**config.mk**
```make
export PLATFORM = sky130hd
export DESIGN_NAME = vx_rop_blend_factor
export DESIGN_NICKNAME = d
export VERILOG_FILES = /design/src/rtl/vx_rop_blend_factor.sv
export SDC_FILE = /design/constraint.sdc
export NUM_CORES = 1
export LEC_CHECK = 0
export ABC_CLOCK_PERIOD_IN_PS = 2100
export BUFFER_PORTS_ARGS = -buffer_cell sky130_fd_sc_hd__buf_2
export CORE_MARGIN = 5
export CORE_UTILIZATION = 50
export CTS_CLUSTER_SIZE = 8
export DETAILED_ROUTE_END_ITERATION = 8
export HOLD_SLACK_MARGIN = 0.06
export PLACE_DENSITY = 0.75
export SYNTH_ARGS = -nofsm -noshare
export SYNTH_HDL_FRONTEND = slang
export SYNTH_SLANG_ARGS = --single-unit
```
**constraint.sdc**
```tcl
create_clock -name clk -period 2.1 [get_ports clk]
set_clock_uncertainty 0.15 [all_clocks]
set_input_delay 0.63 -clock clk [delete_from_list [all_inputs] [get_ports clk]]
set_output_delay 0.63 -clock clk [all_outputs]
set_load 0.005 [all_outputs]
```
**src/rtl/vx_rop_blend_factor.sv**
```systemverilog
// Blend-factor stage: derives src/dst unorm8 factors from the four blend-func codes
// and forwards colors, factors and tag through a 2-deep valid/ready pipeline.
`ifndef ROP_BLEND_FUNC_BITS
`define ROP_BLEND_FUNC_BITS 4
`endif

module vx_rop_blend_factor #(
   parameter int TAG_WIDTH = 1
) (
   input  logic                            clk,
   input  logic                            reset,
   input  logic                            valid_in,
   output logic                            ready_in,
   input  logic [TAG_WIDTH-1:0]            tag_in,
   input  logic [`ROP_BLEND_FUNC_BITS-1:0] func_src_rgb,
   input  logic [`ROP_BLEND_FUNC_BITS-1:0] func_src_a,
   input  logic [`ROP_BLEND_FUNC_BITS-1:0] func_dst_rgb,
   input  logic [`ROP_BLEND_FUNC_BITS-1:0] func_dst_a,
   input  logic [31:0]                     blend_const,
   input  logic [31:0]                     src_color,
   input  logic [31:0]                     dst_color,
   output logic                            valid_out,
   input  logic                            ready_out,
   output logic [TAG_WIDTH-1:0]            tag_out,
   output logic [31:0]                     src_color_out,
   output logic [31:0]                     dst_color_out,
   output logic [31:0]                     src_factor,
   output logic [31:0]                     dst_factor
);

   localparam int FB = `ROP_BLEND_FUNC_BITS;

   // rgba_t byte layout: a[31:24] r[23:16] g[15:8] b[7:0]
   function automatic logic [7:0] blend_ch(
      input logic [FB-1:0] code,
      input logic [7:0]    s,
      input logic [7:0]    d,
      input logic [7:0]    c,
      input logic [7:0]    sa,
      input logic [7:0]    da,
      input logic [7:0]    ca,
      input logic          is_a
   );
      logic [7:0] r;
      logic [7:0] inv_da;
      inv_da = 8'hFF - da;
      case (code)
         FB'(0):  r = 8'h00;
         FB'(1):  r = 8'hFF;
         FB'(2):  r = s;
         FB'(3):  r = 8'hFF - s;
         FB'(4):  r = d;
         FB'(5):  r = 8'hFF - d;
         FB'(6):  r = sa;
         FB'(7):  r = 8'hFF - sa;
         FB'(8):  r = da;
         FB'(9):  r = inv_da;
         FB'(10): r = c;
         FB'(11): r = 8'hFF - c;
         FB'(12): r = ca;
         FB'(13): r = 8'hFF - ca;
         FB'(14): r = is_a ? 8'hFF : ((sa < inv_da) ? sa : inv_da);
         default: r = 8'h00;
      endcase
      return r;
   endfunction

   logic                 rdy_q;
   logic                 s1_v_q, s2_v_q;
   logic [TAG_WIDTH-1:0] s1_tag_q, s2_tag_q;
   logic [FB-1:0]        s1_fsr_q, s1_fsa_q, s1_fdr_q, s1_fda_q;
   logic [31:0]          s1_c_q, s1_s_q, s1_d_q;
   logic [31:0]          s2_s_q, s2_d_q, s2_sf_q, s2_df_q;
   logic [31:0]          sf_d, df_d;
   logic                 en1, en2, acc;

   assign en2      = !s2_v_q || ready_out;
   assign en1      = !s1_v_q || en2;
   assign ready_in = rdy_q && en1;
   assign acc      = valid_in && ready_in;

   always_comb begin
      sf_d = '0;
      df_d = '0;
      for (int i = 0; i < 3; i++) begin
         sf_d[i*8 +: 8] = blend_ch(s1_fsr_q, s1_s_q[i*8 +: 8], s1_d_q[i*8 +: 8],
                                   s1_c_q[i*8 +: 8], s1_s_q[31:24], s1_d_q[31:24],
                                   s1_c_q[31:24], 1'b0);
         df_d[i*8 +: 8] = blend_ch(s1_fdr_q, s1_s_q[i*8 +: 8], s1_d_q[i*8 +: 8],
                                   s1_c_q[i*8 +: 8], s1_s_q[31:24], s1_d_q[31:24],
                                   s1_c_q[31:24], 1'b0);
      end
      // On alpha the colour operand is the .a byte itself
      sf_d[31:24] = blend_ch(s1_fsa_q, s1_s_q[31:24], s1_d_q[31:24], s1_c_q[31:24],
                             s1_s_q[31:24], s1_d_q[31:24], s1_c_q[31:24], 1'b1);
      df_d[31:24] = blend_ch(s1_fda_q, s1_s_q[31:24], s1_d_q[31:24], s1_c_q[31:24],
                             s1_s_q[31:24], s1_d_q[31:24], s1_c_q[31:24], 1'b1);
   end

   always_ff @(posedge clk or negedge reset) begin
      if (!reset) begin
         rdy_q    <= 1'b0;
         s1_v_q   <= 1'b0;
         s2_v_q   <= 1'b0;
         s1_tag_q <= '0;
         s1_fsr_q <= '0;
         s1_fsa_q <= '0;
         s1_fdr_q <= '0;
         s1_fda_q <= '0;
         s1_c_q   <= '0;
         s1_s_q   <= '0;
         s1_d_q   <= '0;
         s2_tag_q <= '0;
         s2_s_q   <= '0;
         s2_d_q   <= '0;
         s2_sf_q  <= '0;
         s2_df_q  <= '0;
      end else begin
         rdy_q <= 1'b1;
         if (en1) begin
            s1_v_q <= acc;
         end
         if (acc) begin
            s1_tag_q <= tag_in;
            s1_fsr_q <= func_src_rgb;
            s1_fsa_q <= func_src_a;
            s1_fdr_q <= func_dst_rgb;
            s1_fda_q <= func_dst_a;
            s1_c_q   <= blend_const;
            s1_s_q   <= src_color;
            s1_d_q   <= dst_color;
         end
         if (en2) begin
            s2_v_q <= s1_v_q;
            if (s1_v_q) begin
               s2_tag_q <= s1_tag_q;
               s2_s_q   <= s1_s_q;
               s2_d_q   <= s1_d_q;
               s2_sf_q  <= sf_d;
               s2_df_q  <= df_d;
            end
         end
      end
   end

   assign valid_out     = s2_v_q;
   assign tag_out       = s2_tag_q;
   assign src_color_out = s2_s_q;
   assign dst_color_out = s2_d_q;
   assign src_factor    = s2_sf_q;
   assign dst_factor    = s2_df_q;

endmodule

```
Yosys cells after proc, flatten, opt, wreduce, memory -nomap -nowiden
Cells that the tools add are included.
- bits in registers: 245
- output and inout bits: 131
- logic and storage cells: 115
- input port bits: 117
- order comparisons: 1
- eq/ne operators: 56
- $add $sub $neg: 12
- reductions and logical operators: 21
- muxes and demuxes: 9
- operators by type and width (operator ; number):
    $pmux 8 s14 ; 6
    $eq 4x4->1 const B ; 28
    $pmux 8 s7 ; 2
    $sub 8x8->8 const A ; 12
    $eq 4x3->1 const B ; 16
    $eq 4x2->1 const B ; 8
    $reduce_or 2->1 ; 14
    $eq 4x1->1 const B ; 4
    $lt 8x8->1 ; 1
    $mux 8 ; 1
    $logic_and 1x1->1 ; 2
    $logic_not 1->1 ; 2
    $logic_or 1x1->1 ; 2
    $reduce_and 2->1 ; 1

Depth between registers and ports, before layout
- depth in word-level cells: 5
- depth in mapped cells: 8
- gate-level depth less buffers: 6

Worst setup path after synthesis
No wires, ideal clock.
- path type: input to register
- from: input port ready_out
- to: register s1_c_q[0]
- cell stages on the path: 7
- setup time: 0.125 ns
- path buffers: 2
- required time: 1.825 ns
- arrival: 1.943 ns
- slack: -0.118 ns
- cell sequence: and2b_1 -> nand2_1 -> and2_1 -> nand2_1 -> buf_2 -> buf_4 -> mux2_2
- cells in the longest elaborated chain, start to end: 4
- ends and longest elaborated chain (item ; RTL line ; text):
    from (decl) ; 23 ; input logic ready_out,
    $logic_or 1x1->1 ; 77 ; assign en2 = !s2_v_q || ready_out;
    $logic_or 1x1->1 ; 78 ; assign en1 = !s1_v_q || en2;
    $logic_and 1x1->1 ; 79 ; assign ready_in = rdy_q && en1;
    via ready_in ; 13 ; output logic ready_in,
    $logic_and 1x1->1 ; 80 ; assign acc = valid_in && ready_in;
    to (signal assigned) ; 129 ; s1_c_q <= blend_const;
    to (decl) ; 72 ; logic [31:0] s1_c_q, s1_s_q, s1_d_q;
The timed path passes the listed nets, and every way through them passes these cells.
A chain may end at the register's enable or synchronous reset.

Final worst setup path
- from: register s1_d_q[26]
- to: register s2_sf_q[5], in the netlist src_factor[5]
- cells in the longest elaborated chain, start to end: 4
- ends and longest elaborated chain (item ; RTL line ; text):
    from (decl) ; 72 ;
    from (signal assigned) ; 131 ; s1_d_q <= dst_color;
    $sub 8x8->8 * ; 46 ; inv_da = 8'hFF - da;
    $lt 8x8->1 ; -- ;
    $mux 8 ; 62 ; FB'(14): r = is_a ? 8'hFF : ((sa < inv_da) ? sa : inv_da);
    $pmux 8 s14 * ; 47 ; case (code)
    to (signal assigned) ; 116 ; s2_sf_q <= '0;
    to (signal assigned) ; 139 ; s2_sf_q <= sf_d;
    to (decl) ; 73 ; logic [31:0] s2_s_q, s2_d_q, s2_sf_q, s2_df_q;
Every way passes the cells marked *; elsewhere a longest branch is shown, timed or not.

==> tab_implementation.tex <==
\begin{tabular}{lr}
\hline
Metric & Value \\
\hline
\multicolumn{2}{l}{\textbf{Outcome}} \\
\quad Result of the run & finished, violations left \\
\quad Violated checks & negative setup slack \\
\multicolumn{2}{l}{\textbf{Synthesis}} \\
\quad Count of unique library cells instantiated by Yosys & 76 \\
\quad Ys flop type & sky130\_fd\_sc\_hd\_\_dfrtp\_1 \\
\quad Library cell occupying the most area in the post-synthesis netlist & sky130\_fd\_sc\_hd\_\_dfrtp\_1 \\
\quad Cells after Synth & 1419 \\
\quad Cell Area, Synth & 13840 um2 \\
\quad Most numerous cell in the Yosys netlist & sky130\_fd\_sc\_hd\_\_nand2\_1 \\
\quad Sequential cell area fraction in the yosys report & 44.31\% \\
\quad Post-Synthesis Net Count & 1543 \\
\quad Post-synthesis register bit count & 245 \\
\quad Synthesized area per cell & 9.751 um2 \\
\quad Top cells by count, synth & 279 x sky130\_fd\_sc\_hd\_\_nand2\_1, 245 x sky130\_fd\_sc\_hd\_\_dfrtp\_1, 133 x sky130\_fd\_sc\_hd\_\_mux2\_2 \\
\quad Syn. warnings & 0 \\
\quad Count of flip-flops with a built-in enable after synthesis & 0 \\
\quad Top cells by area in the synthesized netlist & sky130\_fd\_sc\_hd\_\_dfrtp\_1 44\%, sky130\_fd\_sc\_hd\_\_mux2\_2 11\%, sky130\_fd\_sc\_hd\_\_nand2\_1 7.6\%, sky130\_fd\_sc\_hd\_\_xnor2\_1 2.6\%, sky130\_fd\_sc\_hd\_\_mux2i\_1 2.4\% \\
\quad Share of synthesized flip-flops with an asynchronous set or reset & 100.0\% \\
\quad Area share of the largest cell type after synthesis & 44.31\% \\
\multicolumn{2}{l}{\textbf{Worst setup path}} \\
\quad Critical-path cell with the highest stage delay & sky130\_fd\_sc\_hd\_\_a2111oi\_4 \\
\quad Crit path buf inv count & 3 \\
\quad Critical path endpoint & src\_factor[5]\$\_DFFE\_PN0P\_ \\
\quad Slowest Stage Delay on Critical Path & 470 ps \\
\quad Category of the worst setup path capture point & flip-flop \\
\quad Startpoint class of the critical path & flip-flop \\
\quad Crit. Startpoint & s1\_d\_q[26]\$\_DFFE\_PN0P\_ \\
\quad Required time worst endpoint & 2330 ps \\
\quad Worst reg2reg path endpoint & src\_factor[5]\$\_DFFE\_PN0P\_ \\
\quad Register-to-register setup slack & -180 ps \\
\quad Worst r2r src & s1\_d\_q[26]\$\_DFFE\_PN0P\_ \\
\quad Critical path's most frequent cell & sky130\_fd\_sc\_hd\_\_buf\_4 \\
\quad Class of the most critical setup path & flip-flop to flip-flop \\
\quad Delay-heaviest family, CP & compound AO/OA/AOI/OAI gates \\
\quad Length in cells of the worst reg-to-reg path & 9 \\
\quad Worst path arrival time & 2510 ps \\
\quad Series of cell instances along the critical path & ha\_4 -> a211oi\_4 -> a2111oi\_4 -> buf\_4 -> buf\_6 -> nor4b\_4 -> a21oi\_1 -> buf\_4 -> a32oi\_2 \\
\quad Critical path peak fanout & 5 \\
\quad Path length in cells of the critical path & 9 \\
\multicolumn{2}{l}{\textbf{Global routing}} \\
\quad Busiest layer in global routing & met2 \\
\quad Number of antenna violations at the first check in global routing & 0 \\
\quad Met3 layer usage reported by global route & 5.610\% \\
\quad Met1 Use GR & 36.85\% \\
\quad Total GRT Usage & 29.21\% \\
\quad Pin count of the biggest net entering global routing & 58 \\
\quad Global-route wire length before repair & 72090 um \\
\quad Congestion Overflow GR & 0 \\
\quad Met2 routing resource usage after global routing & 48.89\% \\
\quad Via count of the first global-routing pass & 12880 \\
\multicolumn{2}{l}{\textbf{Die}} \\
\quad Core Footprint & 27100 um2 \\
\quad Number of cell rows & 60 \\
\quad Total Die Area & 31100 um2 \\
\quad Initial core utilization & 51.06\% \\
\quad Top Ports & 248 \\
\quad Die boundary height & 176.4 um \\
\quad Width of the chip & 176.4 um \\
\multicolumn{2}{l}{\textbf{Finish}} \\
\quad Final Non-Filler Cells & 2091 \\
\quad Final nets & 1835 \\
\quad Multi-input gate area & 7332 um2 \\
\quad Seq. cell area & 6137 um2 \\
\quad Fraction of final layout cells with drive strength greater than 1 & 36.71\% \\
\quad Number of filler instances in the final layout & 2135 \\
\quad Synth-to-layout area growth & 26.81\% \\
\quad Fin util & 64.75\% \\
\quad Number of diodes added for antenna fixing & 0 \\
\quad Final non-filler cell area & 17550 um2 \\
\multicolumn{2}{l}{\textbf{Detailed routing}} \\
\quad DRT Wirelength & 46160 um \\
\quad Routed WL per cell & 22.08 um \\
\quad Vias after detailed routing & 12540 \\
\quad Number of search-and-repair iterations in the first detailed-routing pass & 5 \\
\quad Number of DRC violations after detailed routing & 0 \\
\quad Post-DRT Antenna Nets & 0 \\
\quad Number of DRC markers after the initial detailed-route iteration & 943 \\
\quad Vias/cell & 5.996 \\
\multicolumn{2}{l}{\textbf{STA}} \\
\quad Max Slew Vio Count & 0 \\
\quad RSZ-0062 raised after global routing & yes \\
\quad Period minus WS final & 2282 ps \\
\quad Worst slew margin relative to its limit & 53.13\% \\
\quad Least setup slack across all paths after layout & -181.6 ps \\
\quad Total setup violations reported at the end of the flow & 49 \\
\quad Slew of the pin with the lowest slew margin & 702.4 ps \\
\quad Max frequency & 438.3 MHz \\
\quad Fin crit share & 108.6\% \\
\quad Number of hold violations in the final report & 0 \\
\multicolumn{2}{l}{\textbf{Placed design}} \\
\quad Placed Instances & 2036 \\
\quad Final weighted congestion of routability-driven global placement & 0.9167 \\
\quad Number of input and output port buffers inserted & 247 \\
\quad Total half-perimeter wirelength after legalization and detailed placement & 33080 um \\
\quad Dpl cell area & 16200 um2 \\
\multicolumn{2}{l}{\textbf{Clock tree}} \\
\quad Clock root buffer & sky130\_fd\_sc\_hd\_\_clkbuf\_16 \\
\quad Number of levels in the clock H-tree & 2 \\
\quad Later-pin clock latency in the skew report & 520 ps \\
\quad Maximum clock insertion buffer count & 3 \\
\quad Clock transition at the registers of the reported paths & 50 ps \\
\quad Total CTS buffers & 36 \\
\quad Number of clock sinks & 245 \\
\quad CTS tree & yes \\
\multicolumn{2}{l}{\textbf{Power and ir drop}} \\
\quad Total power per unit cell area & 1106 nW/um2 \\
\quad VDD IR-drop max & 969.8 uV \\
\quad Leakage & 8.111 nW \\
\quad Clock network fraction of total power & 27.1\% \\
\quad Switching part of the total & 35.85\% \\
\quad Sw Pwr & 6.956 mW \\
\quad Sequential group share of total power & 36.7\% \\
\quad Combinational fraction of design power & 36.2\% \\
\quad Internal cell power & 12.45 mW \\
\quad Sum of internal, switching and leakage power & 19.41 mW \\
\multicolumn{2}{l}{\textbf{Min path}} \\
\quad Path class of the lowest-slack min-delay path & primary input to flip-flop \\
\multicolumn{2}{l}{\textbf{Job}} \\
\quad Max-cap violations & 0 \\
\hline
\end{tabular}
-- per-layer routing --
| layer | vias up | wire length [um] |
|---|---|---|
| li1 | 5709 | - |
| met1 | 6131 | 18110 |
| met2 | 554 | 22140 |
| met3 | 144 | 3394 |
| met4 | 0 | 2520 |
| met5 | - | 0 |
-- kinds of logic (layout without fill, tap and decap cells) --
group                    after synthesis  count (layout)  synth area share, %
other                                  1               1              0.02710
AO/OA/AOI/OAI                        348             348                18.55
adder cells (fa/ha/maj)                8               8               0.7053
XOR/XNOR                              61              61                3.861
flip-flops                           245             245                44.31
buffers and inverters                144             444                4.829
AND/OR/NAND/NOR                      446             446                14.51
multiplexers                         166             166                13.21
-- placed cells by master (no fill, tap or decap), types with 9 or more instances in the layout --
cell,instances
sky130_fd_sc_hd__a221o_1,12
sky130_fd_sc_hd__buf_12,18
sky130_fd_sc_hd__o22ai_1,21
sky130_fd_sc_hd__o211ai_1,24
sky130_fd_sc_hd__nand2_1,275
sky130_fd_sc_hd__buf_4,116
sky130_fd_sc_hd__a22o_1,20
sky130_fd_sc_hd__nand3_2,12
sky130_fd_sc_hd__a31oi_1,9
sky130_fd_sc_hd__nor2_1,47
sky130_fd_sc_hd__nand3_1,19
sky130_fd_sc_hd__a221oi_1,22
sky130_fd_sc_hd__o31a_1,10
sky130_fd_sc_hd__buf_2,245
sky130_fd_sc_hd__nand2b_1,10
sky130_fd_sc_hd__buf_6,9
sky130_fd_sc_hd__nor2b_1,11
sky130_fd_sc_hd__o221ai_1,21
sky130_fd_sc_hd__clkbuf_16,37
sky130_fd_sc_hd__dfrtp_1,240
sky130_fd_sc_hd__o21ai_0,59
sky130_fd_sc_hd__mux2i_1,32
sky130_fd_sc_hd__a22oi_1,33
sky130_fd_sc_hd__xor2_1,20
sky130_fd_sc_hd__mux2_2,133
sky130_fd_sc_hd__xnor2_1,41
sky130_fd_sc_hd__a32oi_1,16
sky130_fd_sc_hd__a21oi_1,31
-- stage by stage --
| stage | hold slack [ps] | setup WS (ps) | setup TNS, ps |
|---|---|---|---|
| after floorplan | 184.4 | 10.29 | 0 |
| after global placement | 296.2 | -343.9 | -24180 |
| after detailed placement | 307.1 | -390.5 | -26730 |
| after CTS | 184.1 | -192.7 | -7211 |
| after global routing | 191.7 | -259.1 | -10090 |
| final | 190.3 | -181.6 | -5798 |
-- power groups by stage --
stage	logic [mW]	registers [mW]	clock network [mW]
6_report	7.03	7.12	5.25
4_1_cts	6.93	7.08	5.32
3_5_place_dp	6.70	7.12	0
2_1_floorplan	4.03	6.80	0
5_1_grt	7.66	7.26	5.55
3_3_place_gp	6.55	7.08	0
-- what timing repair did --
item / CTS / global route
buffers inserted: 8 / 1
gates cloned: 2 / 0
endpoints found under the setup margin: 49 / 49
gates resized for setup: 46 / 18
pin swaps: 27 / 12
hold buffers: 1 / 0
hold endpoints to repair: 27 / 0
-- worst min path at each step --
stage	from	to	slack (ps)	cells after the start
6_report	dst_color[5]	s1_d_q[5]$_DFFE_PN0P_	190	2
5_1_grt	dst_color[21]	s1_d_q[21]$_DFFE_PN0P_	190	2
4_1_cts	blend_const[1]	s1_c_q[1]$_DFFE_PN0P_	180	2
3_5_place_dp	src_color_out[19]$_DFFE_PN0P_	src_color_out[19]$_DFFE_PN0P_	310	2
3_3_place_gp	s1_tag_q$_DFFE_PN0P_	tag_out$_DFFE_PN0P_	300	2
2_1_floorplan	reset	dst_color_out[0]$_DFFE_PN0P_	180	0
-- layout make-up --
class	instances	share of cell area [%]
clock buffers	44	5.426
clock inverters	2	0.2638
inverters	8	0.1711
multi-input cells	1030	41.79
flip-flops and latches	245	34.98
well taps	372	2.653
repair buffers	390	14.72
-- worst reg2reg max path: cells and delay by family (launching register included) --
family,cells,cell delay [ps]
adders and majority gates,1,290
buffers and inverters,3,500
and+or+nand+nor,1,50
AOI/OAI and AO/OA,4,750
DFF,1,410
-- sequential cells by signal (all words and copies together) (netlist names), 4 cells and up --
name,count
s1_fsr_q,4
s1_fda_q,4
s1_d_q,32
s1_s_q,32
dst_factor,32
s1_fdr_q,4
s1_c_q,32
s1_fsa_q,4
dst_color_out,32
src_color_out,32
src_factor,32
Power figures use the tool's default switching activity.
